`config.mk`:
```
export PLATFORM = sky130hd
export DESIGN_NAME = mem_rmw_adapter_flat
export DESIGN_NICKNAME = d
export VERILOG_FILES = /design/src/rtl/mem_adapter_pkg.sv /design/src/rtl/mem_rmw_adapter_if.sv /design/src/rtl/mem_lane_merge.sv /design/src/rtl/mem_rmw_adapter.sv /design/src/flat_wrapper.sv
export SDC_FILE = /design/constraint.sdc
export NUM_CORES = 1
export LEC_CHECK = 0
export CAP_MARGIN = 20
export CELL_PAD_IN_SITES_DETAIL_PLACEMENT = 0
export CELL_PAD_IN_SITES_GLOBAL_PLACEMENT = 1
export CORE_ASPECT_RATIO = 1.75
export CORE_MARGIN = 2
export CORE_UTILIZATION = 25
export CTS_CLUSTER_SIZE = 8
export DETAILED_ROUTE_END_ITERATION = 6
export MAX_ROUTING_LAYER = met4
export PLACE_DENSITY_LB_ADDON = 0.25
export SLEW_MARGIN = 20
export SYNTH_ARGS = -nofsm -noshare
export SYNTH_HDL_FRONTEND = slang
export SYNTH_HIERARCHICAL = 1
export SYNTH_SLANG_ARGS = --single-unit
```
`constraint.sdc`:
```
create_clock -name clk -period 6.4 [get_ports clk]
set_input_delay 1.28 -clock clk [delete_from_list [all_inputs] [get_ports clk]]
set_output_delay 1.28 -clock clk [all_outputs]
set_load 0.005 [all_outputs]
```
`src/rtl/mem_adapter_pkg.sv`:
```
// rtl/mem_adapter_pkg.sv - shared types and constants for the read-modify-write memory adapter
package mem_adapter_pkg;

   typedef enum logic [1:0] {
      SZ_BYTE = 2'd0,
      SZ_HALF = 2'd1,
      SZ_WORD = 2'd2,
      SZ_BAD  = 2'd3
   } size_e;

   localparam logic [1:0] FAULT_NONE     = 2'd0;
   localparam logic [1:0] FAULT_MISALIGN = 2'd1;
   localparam logic [1:0] FAULT_READ     = 2'd2;
   localparam logic [1:0] FAULT_WRITE    = 2'd3;

   typedef enum logic [1:0] {
      ST_IDLE  = 2'd0,
      ST_READ  = 2'd1,
      ST_WRITE = 2'd2,
      ST_RESP  = 2'd3
   } state_e;

   // Bits of the 32-bit word touched by an access of the given size at byte offset off.
   function automatic logic [31:0] lane_mask(input size_e sz, input logic [1:0] off);
      logic [31:0] m;
      case (sz)
         SZ_BYTE: m = 32'h0000_00FF << {off, 3'b000};
         SZ_HALF: m = 32'h0000_FFFF << {off, 3'b000};
         default: m = 32'hFFFF_FFFF;
      endcase
      return m;
   endfunction

endpackage

```
`src/rtl/mem_rmw_adapter_if.sv`:
```
// rtl/mem_rmw_adapter_if.sv - core request/response and memory port bundle of the adapter
interface mem_rmw_adapter_if #(
   parameter int ADDR_WIDTH = 32
);
   logic                  req_valid;
   logic                  req_ready;
   logic                  req_write;
   logic [1:0]            req_size;
   logic                  req_signed;
   logic [ADDR_WIDTH-1:0] req_addr;
   logic [31:0]           req_wdata;

   logic                  rsp_valid;
   logic                  rsp_ready;
   logic [31:0]           rsp_rdata;
   logic                  rsp_fault;
   logic [1:0]            rsp_fault_code;

   logic [ADDR_WIDTH-1:0] mem_read_address;
   logic [31:0]           mem_read_data;
   logic                  mem_read_exception;
   logic                  mem_write_enable;
   logic [ADDR_WIDTH-1:0] mem_write_address;
   logic [31:0]           mem_write_data;
   logic                  mem_write_exception;

   // master: core plus memory environment; slave: the adapter itself
   modport master (
      output req_valid, req_write, req_size, req_signed, req_addr, req_wdata, rsp_ready,
      output mem_read_data, mem_read_exception, mem_write_exception,
      input  req_ready, rsp_valid, rsp_rdata, rsp_fault, rsp_fault_code,
      input  mem_read_address, mem_write_enable, mem_write_address, mem_write_data
   );

   modport slave (
      input  req_valid, req_write, req_size, req_signed, req_addr, req_wdata, rsp_ready,
      input  mem_read_data, mem_read_exception, mem_write_exception,
      output req_ready, rsp_valid, rsp_rdata, rsp_fault, rsp_fault_code,
      output mem_read_address, mem_write_enable, mem_write_address, mem_write_data
   );

endinterface

```
`src/rtl/mem_lane_merge.sv`:
```
// rtl/mem_lane_merge.sv - byte-lane merge for sub-word stores and lane extract/extend for loads
module mem_lane_merge
   import mem_adapter_pkg::*;
(
   input  size_e       size_i,
   input  logic [1:0]  offset_i,
   input  logic        signed_i,
   input  logic [31:0] wdata_i,
   input  logic [31:0] rdata_i,
   output logic [31:0] merged_o,
   output logic [31:0] load_o
);

   logic [4:0]  shamt;
   logic [31:0] mask;
   logic [31:0] shifted;

   always_comb begin
      shamt    = {offset_i, 3'b000};
      mask     = lane_mask(size_i, offset_i);
      merged_o = (rdata_i & ~mask) | ((wdata_i << shamt) & mask);
      shifted  = rdata_i >> shamt;
      case (size_i)
         SZ_BYTE: load_o = {{24{signed_i & shifted[7]}}, shifted[7:0]};
         SZ_HALF: load_o = {{16{signed_i & shifted[15]}}, shifted[15:0]};
         default: load_o = rdata_i;
      endcase
   end

endmodule

```
`src/rtl/mem_rmw_adapter.sv`:
```
// rtl/mem_rmw_adapter.sv - load/store front-end issuing whole-word memory accesses, RMW for sub-word stores
module mem_rmw_adapter
   import mem_adapter_pkg::*;
#(
   parameter int ADDR_WIDTH  = 32,
   parameter int ALIGN_BYTES = 8
) (
   input  logic             clk,
   input  logic             reset_n,
   mem_rmw_adapter_if.slave bus
);

   localparam logic [ADDR_WIDTH-1:0] GRAN_MASK = ADDR_WIDTH'(ALIGN_BYTES - 1);

   state_e                state_q, state_d;
   logic [ADDR_WIDTH-1:0] base_q, base_d;
   size_e                 size_q, size_d;
   logic [1:0]            off_q, off_d;
   logic                  signed_q, signed_d;
   logic                  write_q, write_d;
   logic [31:0]           wdata_q, wdata_d;
   logic [31:0]           rdata_q, rdata_d;
   logic                  fault_q, fault_d;
   logic [1:0]            code_q, code_d;

   size_e                 req_size;
   logic [1:0]            req_off;
   logic                  misaligned;
   logic [31:0]           merged_word;
   logic [31:0]           load_word;

   mem_lane_merge u_lane_merge (
      .size_i   (size_q),
      .offset_i (off_q),
      .signed_i (signed_q),
      .wdata_i  (wdata_q),
      .rdata_i  (bus.mem_read_data),
      .merged_o (merged_word),
      .load_o   (load_word)
   );

   // Upper half of each granule is unreachable: the memory faults any non-granule-aligned word.
   always_comb begin
      req_size   = size_e'(bus.req_size);
      req_off    = bus.req_addr[1:0];
      misaligned = (req_size == SZ_BAD)
                 || (req_size == SZ_HALF && req_off[0])
                 || (req_size == SZ_WORD && req_off != 2'd0)
                 || ((bus.req_addr & GRAN_MASK) >= ADDR_WIDTH'(4));
   end

   always_comb begin
      state_d  = state_q;
      base_d   = base_q;
      size_d   = size_q;
      off_d    = off_q;
      signed_d = signed_q;
      write_d  = write_q;
      wdata_d  = wdata_q;
      rdata_d  = rdata_q;
      fault_d  = fault_q;
      code_d   = code_q;
      case (state_q)
         ST_IDLE: begin
            if (bus.req_valid) begin
               base_d   = bus.req_addr & ~GRAN_MASK;
               size_d   = req_size;
               off_d    = req_off;
               signed_d = bus.req_signed;
               write_d  = bus.req_write;
               wdata_d  = bus.req_wdata;
               rdata_d  = '0;
               fault_d  = 1'b0;
               code_d   = FAULT_NONE;
               if (misaligned) begin
                  fault_d = 1'b1;
                  code_d  = FAULT_MISALIGN;
                  state_d = ST_RESP;
               end else if (bus.req_write && req_size == SZ_WORD) begin
                  state_d = ST_WRITE;
               end else begin
                  state_d = ST_READ;
               end
            end
         end
         ST_READ: begin
            if (bus.mem_read_exception) begin
               fault_d = 1'b1;
               code_d  = FAULT_READ;
               state_d = ST_RESP;
            end else if (write_q) begin
               // wdata_q now carries the merged word that WRITE drives out
               wdata_d = merged_word;
               state_d = ST_WRITE;
            end else begin
               rdata_d = load_word;
               state_d = ST_RESP;
            end
         end
         ST_WRITE: begin
            if (bus.mem_write_exception) begin
               fault_d = 1'b1;
               code_d  = FAULT_WRITE;
            end
            state_d = ST_RESP;
         end
         ST_RESP: begin
            if (bus.rsp_ready) begin
               state_d = ST_IDLE;
            end
         end
         default: state_d = ST_IDLE;
      endcase
   end

   always_ff @(posedge clk or negedge reset_n) begin
      if (!reset_n) begin
         state_q  <= ST_IDLE;
         base_q   <= '0;
         size_q   <= SZ_BYTE;
         off_q    <= 2'd0;
         signed_q <= 1'b0;
         write_q  <= 1'b0;
         wdata_q  <= '0;
         rdata_q  <= '0;
         fault_q  <= 1'b0;
         code_q   <= FAULT_NONE;
      end else begin
         state_q  <= state_d;
         base_q   <= base_d;
         size_q   <= size_d;
         off_q    <= off_d;
         signed_q <= signed_d;
         write_q  <= write_d;
         wdata_q  <= wdata_d;
         rdata_q  <= rdata_d;
         fault_q  <= fault_d;
         code_q   <= code_d;
      end
   end

   assign bus.req_ready         = (state_q == ST_IDLE);
   assign bus.rsp_valid         = (state_q == ST_RESP);
   assign bus.rsp_rdata         = rdata_q;
   assign bus.rsp_fault         = fault_q;
   assign bus.rsp_fault_code    = code_q;
   assign bus.mem_read_address  = base_q;
   assign bus.mem_write_address = base_q;
   assign bus.mem_write_data    = wdata_q;
   assign bus.mem_write_enable  = (state_q == ST_WRITE) && !bus.mem_write_exception;

endmodule

```
`src/flat_wrapper.sv`:
```
// flat-port wrapper written by rule: the top's interface ports become plain ports
module mem_rmw_adapter_flat import mem_adapter_pkg::*;
#(
   parameter int ADDR_WIDTH  = 32,
   parameter int ALIGN_BYTES = 8
)
  (clk, reset_n, bus_req_valid, bus_req_write, bus_req_size, bus_req_signed, bus_req_addr, bus_req_wdata, bus_rsp_ready, bus_mem_read_data, bus_mem_read_exception, bus_mem_write_exception, bus_req_ready, bus_rsp_valid, bus_rsp_rdata, bus_rsp_fault, bus_rsp_fault_code, bus_mem_read_address, bus_mem_write_enable, bus_mem_write_address, bus_mem_write_data);
  mem_rmw_adapter_if #(.ADDR_WIDTH(ADDR_WIDTH)) bus_i ();
  input  logic clk;
  input  logic reset_n;
  input wire logic [$bits(bus_i.req_valid)-1:0] bus_req_valid;
  input wire logic [$bits(bus_i.req_write)-1:0] bus_req_write;
  input wire logic [$bits(bus_i.req_size)-1:0] bus_req_size;
  input wire logic [$bits(bus_i.req_signed)-1:0] bus_req_signed;
  input wire logic [$bits(bus_i.req_addr)-1:0] bus_req_addr;
  input wire logic [$bits(bus_i.req_wdata)-1:0] bus_req_wdata;
  input wire logic [$bits(bus_i.rsp_ready)-1:0] bus_rsp_ready;
  input wire logic [$bits(bus_i.mem_read_data)-1:0] bus_mem_read_data;
  input wire logic [$bits(bus_i.mem_read_exception)-1:0] bus_mem_read_exception;
  input wire logic [$bits(bus_i.mem_write_exception)-1:0] bus_mem_write_exception;
  output wire logic [$bits(bus_i.req_ready)-1:0] bus_req_ready;
  output wire logic [$bits(bus_i.rsp_valid)-1:0] bus_rsp_valid;
  output wire logic [$bits(bus_i.rsp_rdata)-1:0] bus_rsp_rdata;
  output wire logic [$bits(bus_i.rsp_fault)-1:0] bus_rsp_fault;
  output wire logic [$bits(bus_i.rsp_fault_code)-1:0] bus_rsp_fault_code;
  output wire logic [$bits(bus_i.mem_read_address)-1:0] bus_mem_read_address;
  output wire logic [$bits(bus_i.mem_write_enable)-1:0] bus_mem_write_enable;
  output wire logic [$bits(bus_i.mem_write_address)-1:0] bus_mem_write_address;
  output wire logic [$bits(bus_i.mem_write_data)-1:0] bus_mem_write_data;
  assign bus_i.req_valid = bus_req_valid;
  assign bus_i.req_write = bus_req_write;
  assign bus_i.req_size = bus_req_size;
  assign bus_i.req_signed = bus_req_signed;
  assign bus_i.req_addr = bus_req_addr;
  assign bus_i.req_wdata = bus_req_wdata;
  assign bus_i.rsp_ready = bus_rsp_ready;
  assign bus_i.mem_read_data = bus_mem_read_data;
  assign bus_i.mem_read_exception = bus_mem_read_exception;
  assign bus_i.mem_write_exception = bus_mem_write_exception;
  assign bus_req_ready = bus_i.req_ready;
  assign bus_rsp_valid = bus_i.rsp_valid;
  assign bus_rsp_rdata = bus_i.rsp_rdata;
  assign bus_rsp_fault = bus_i.rsp_fault;
  assign bus_rsp_fault_code = bus_i.rsp_fault_code;
  assign bus_mem_read_address = bus_i.mem_read_address;
  assign bus_mem_write_enable = bus_i.mem_write_enable;
  assign bus_mem_write_address = bus_i.mem_write_address;
  assign bus_mem_write_data = bus_i.mem_write_data;
  mem_rmw_adapter #(.ADDR_WIDTH(ADDR_WIDTH), .ALIGN_BYTES(ALIGN_BYTES)) u_core (.clk(clk), .reset_n(reset_n), .bus(bus_i));
endmodule
```
== Yosys cells after proc, flatten, opt, wreduce, memory -nomap -nowiden ==
Cells that the tools add are included.
Operators by class
  order comparisons: 1
  eq/ne operators: 14
  shifts and indexed selects: 4
  mux-type cells: 27
  bitwise logic cells: 6
  reductions and logical operators: 18
Operators with widths (number)
  one-hot mux 32 bit (2 select lines): 4
  2-to-1 mux 32 bit: 6
  bitwise AND 32 bit: 2
  inverter 32 bit: 1
  bitwise OR 32 bit: 1
  left shift 16 x 5 -> 32 bit, first input constant: 1
  left shift 32 x 5 -> 32 bit: 1
  left shift 8 x 5 -> 32 bit, first input constant: 1
  >> shifter 32 x 5 -> 16 bit: 1
  2-to-1 mux 2 bit: 8
  inequality test 2 bit, second input constant: 6
  AND reduction 4 bit: 3
  equality test 2 bit, second input constant: 4
  one-hot mux 2 bit (4 select lines): 1
  equality test 2 x 1 -> 1 bit, second input constant: 3
  2-to-1 mux 1 bit: 6
  one-hot mux 2 bit (3 select lines): 1
  logical AND 1 bit: 4
  logical NOT 2 bit: 2
  AND reduction 2 bit: 2
  nonzero test 2 bit: 2
  greater-or-equal comparator 3 bit, second input constant: 1
  logical OR 1 bit: 3
  one-hot mux 1 bit (3 select lines): 1
  4 further kinds: 5
Storage, ports and cells
  bits in registers: 104
  bits of input ports: 106
  output and inout port bits: 134
  logic and storage cells: 80

== Logic depth before layout (Yosys ltp) ==
  depth in word-level cells: 8
  mapped depth: 9
  mapped depth without buffers: 6

== By module ==
Netlist, hierarchy kept.
By module, submodules not included
  mem_rmw_adapter: instances 1, cells each 327, area an instance 4673.2 sq um
  mem_lane_merge: instances 1, cells each 261, area an instance 1722.9 sq um

== Worst setup path after synthesis ==
OpenSTA, ideal clock, no wires.
  path kind: input -> output
  start point: input bus_mem_write_exception
  end point: output bus_mem_write_enable
  arrival: 1.460 ns
  required time: 5.120 ns
  path slack: 3.660 ns
  stages on the path: 1
  buffers on the path: 0
  cells stage by stage: nor2b_1
On the way
  longest elaborated chain between the ends: 2
RTL lines
  start: declaration: line flat_wrapper.sv:20  | input wire logic [$bits(bus_i.mem_write_exception)-1:0] bus_mem_write_exception;
  logical NOT 1 bit: line mem_rmw_adapter.sv:150  | assign bus.mem_write_enable = (state_q == ST_WRITE) && !bus.mem_write_exception;
  logical AND 1 bit: line mem_rmw_adapter.sv:150
  end: declaration: line flat_wrapper.sv:27  | output wire logic [$bits(bus_i.mem_write_enable)-1:0] bus_mem_write_enable;
Every way passes these cells.

== Worst setup path in the final report ==
Same ends and word-level chain as after synthesis.

==> results.yml <==
yosys:
  yosysSeqAreaShare_pct: 40.7
  synthArstFlopShare_pct: 100
  synth_top_area_cell: "dfrtp_1"
  ys_types: 42
  synth.yosys.warnings: 6
  syn_inst: 588
  synth_area_leaders: "dfrtp_1 (41%), mux2_2 (17%), mux2_1 (5.3%)"
  synth_top_area_share_pct: 40.7
  postSynthAreaPerCell_sq_um: 10.9
  postSynth.topFlopCell: "dfrtp_1"
  ys_ff_latch: 104
  synth_edf_count: 0
  syn_area_sq_um: 6400
clocking:
  cts-htree-levels: 3
  clockRootBuffer: "clkbuf_16"
  clk_latency_ps: 350
  cts-resized-gates: 0
  clk_path_buf_depth: 2
  cts_setup_buffers: 0
  cts_tree: "yes"
  clk_pin_slew_ps: 60
  cts_hold_buf: 0
  cts_buffers: 9
  cts.sinks: 104
timing:
  post-route-min-period_ps: 3720
  tightest_slew_ps: 927
  fin_ws_ps: 2680
  max-slew-margin-rel_pct: 38.2
  finalHoldViolCount: 0
  rsz0062_at_grt: "false"
  hold_ws_ps: 502
  slew_viol_final: 0
  fmax_mhz: 269
  timing.clock.skew_ps: 10.0
  setup_viol: 0
  period_share_pct: 58.1
  final.setup.tns_ps: 0
setup_path:
  reg2reg_depth: 6
  critPathKind: "in2out"
  cpPeakStageDelay_ps: 550
  cp.required_ps: 5120
  crit_top_cell: "clkdlybuf4s50_1"
  rrSetupSlack_ps: 3410
  worst_r2r_endpoint: "u_core/bus.mem_write_data[17]"
  worstPathCellList: "clkdlybuf4s50_1 -> nor2b_1 -> clkdlybuf4s50_1"
  cp_slowest_cell: "clkdlybuf4s50_1"
  critPathMaxFanout: 3
  path_buf_inv: 2
  start_kind: "primary input"
  cp-end-kind: "output pin"
  timing.rr.start: "u_core/off_q[1]"
  crit_arrival_ps: 2440
  crit_family: "buffers and inverters"
hold_path:
  min_to: "u_core/bus.rsp_rdata[13]"
  hold_path.class: "reg2reg"
  worstHoldStart: "u_core/bus.rsp_rdata[13]"
  hold_depth: 1
layout:
  drive_gt1_share_pct: 17.0
  layout_commonest_cell: "clkdlybuf4s50_1"
  nets: 876
  syn_to_final_growth_pct: 40.4
  mostFrequentLayoutCells: "clkdlybuf4s50_1 (232), dfrtp_1 (103), mux2_2 (96)"
  final_util_pct: 35.6
  layout.cells.non_filler: 1089
global_route:
  antenna_found_initial: 2
  grt_usage_pct: 16.4
  grt_pass1_vias: 5478
  grt_pass1_wl_um: 33100
  grt_max_degree: 69
  overflow: 0
floorplan:
  initial_utilization_pct: 25.3
  core_sq_um: 25200
  die_h_um: 216
  die_w_um: 125
  dieArea_sq_um: 26900
  io_pins: 240
  row_count: 77
pwr:
  power.leakage_nw: 3.59
  ir_drop_v: 0.000211
  power.density_nw_per_um2: 522
detailed_routing:
  routed_wl_um: 21800
  via_per_inst: 4.77
  routedWlPerCell_um: 20.0
  detail-route-antenna-nets: 0
  vias: 5196
  drt-initial-drc-count: 175
  dr.pass1.iters: 4
  drcViolationCount: 0
placement:
  post-place-cells: 1071
  dp_hpwl_um: 16800
  io_buffers: 233
  place_worst_setup_slack_ps: 2680
  gp_congestion: 0.829
flow_run:
  maxCapViolations: 0
run_status:
  status: "finished clean"
## power breakdown
| part | switching [W] | total [W] | internal (W) |
|---|---|---|---|
| Sequential | 0.000320 | 0.00131 | 0.000991 |
| Combinational | 0.00124 | 0.00282 | 0.00158 |
| Clock | 0.000248 | 0.000560 | 0.000312 |
## sequential cells by signal, indices dropped and copies added, names as in the netlist
name / cells
u_core/bus.rsp_rdata: 32
u_core/write_q: 1
u_core/bus.mem_write_data: 32
u_core/bus.rsp_fault: 1
u_core/state_q: 2
u_core/bus.mem_read_address: 29
u_core/size_q: 2
u_core/signed_q: 1
u_core/bus.rsp_fault_code: 2
u_core/off_q: 2
## per-layer routing
layer | global-route usage [%] | part of all wire (%) | up-vias
met4 | 6.48 | 2.3 | 0
met3 | 2.88 | 4.5 | 24
met1 | 17.6 | 39 | 2547
li1 | - | - | 2446
met5 | - | 0 | -
met2 | 29.9 | 54 | 179
## cell type report
| cell class | count | area (sq um) |
|---|---|---|
| clock inverter | 3 | 42.5 |
| tap | 316 | 395 |
| clock buffer | 12 | 246 |
| timing repair buffer | 241 | 2390 |
| sequential | 104 | 2600 |
| fill | 2591 | 16300 |
| multi-input combinational | 404 | 3270 |
| inverter | 6 | 22.5 |
| antenna | 3 | 7.51 |
## cell usage after synthesis (12+ instances only)
master      n
dfrtp_1   104
o21ai_0    44
mux2_1     30
o31ai_1    15
a22o_1     33
mux2_2     96
nand2b_1   12
nor2b_1    15
nand2_1    58
clkbuf_1   19
mux2i_1    25
buf_4      42
## cell families after synthesis
kind of cell,after synthesis,synth area share [%]
multiplexers,152,26.4
AO/OA/AOI/OAI,137,15.5
AND/OR/NAND/NOR,105,7.98
flip-flops,104,40.7
buffers and inverters,85,8.59
adder cells (fa/ha/maj),4,0.783
other,1,0.0586
## through the flow
stage          power (W)  area, sq um
5_1_grt          0.00502         8970
3_5_place_dp     0.00416         8680
2_1_floorplan    0.00302         6410
4_1_cts          0.00475         8970
6_report         0.00469         8980
3_3_place_gp     0.00412         8680
## worst max path at each step
stage	start	to	depth (start not counted)
floorplan	bus_mem_write_exception	bus_mem_write_enable	1
global placement	bus_mem_write_exception	bus_mem_write_enable	3
detailed placement	bus_mem_write_exception	bus_mem_write_enable	3
CTS	bus_mem_write_exception	bus_mem_write_enable	3
global route	bus_mem_write_exception	bus_mem_write_enable	3
finish	bus_mem_write_exception	bus_mem_write_enable	3
No activity file was read; power rests on OpenSTA's default activity.
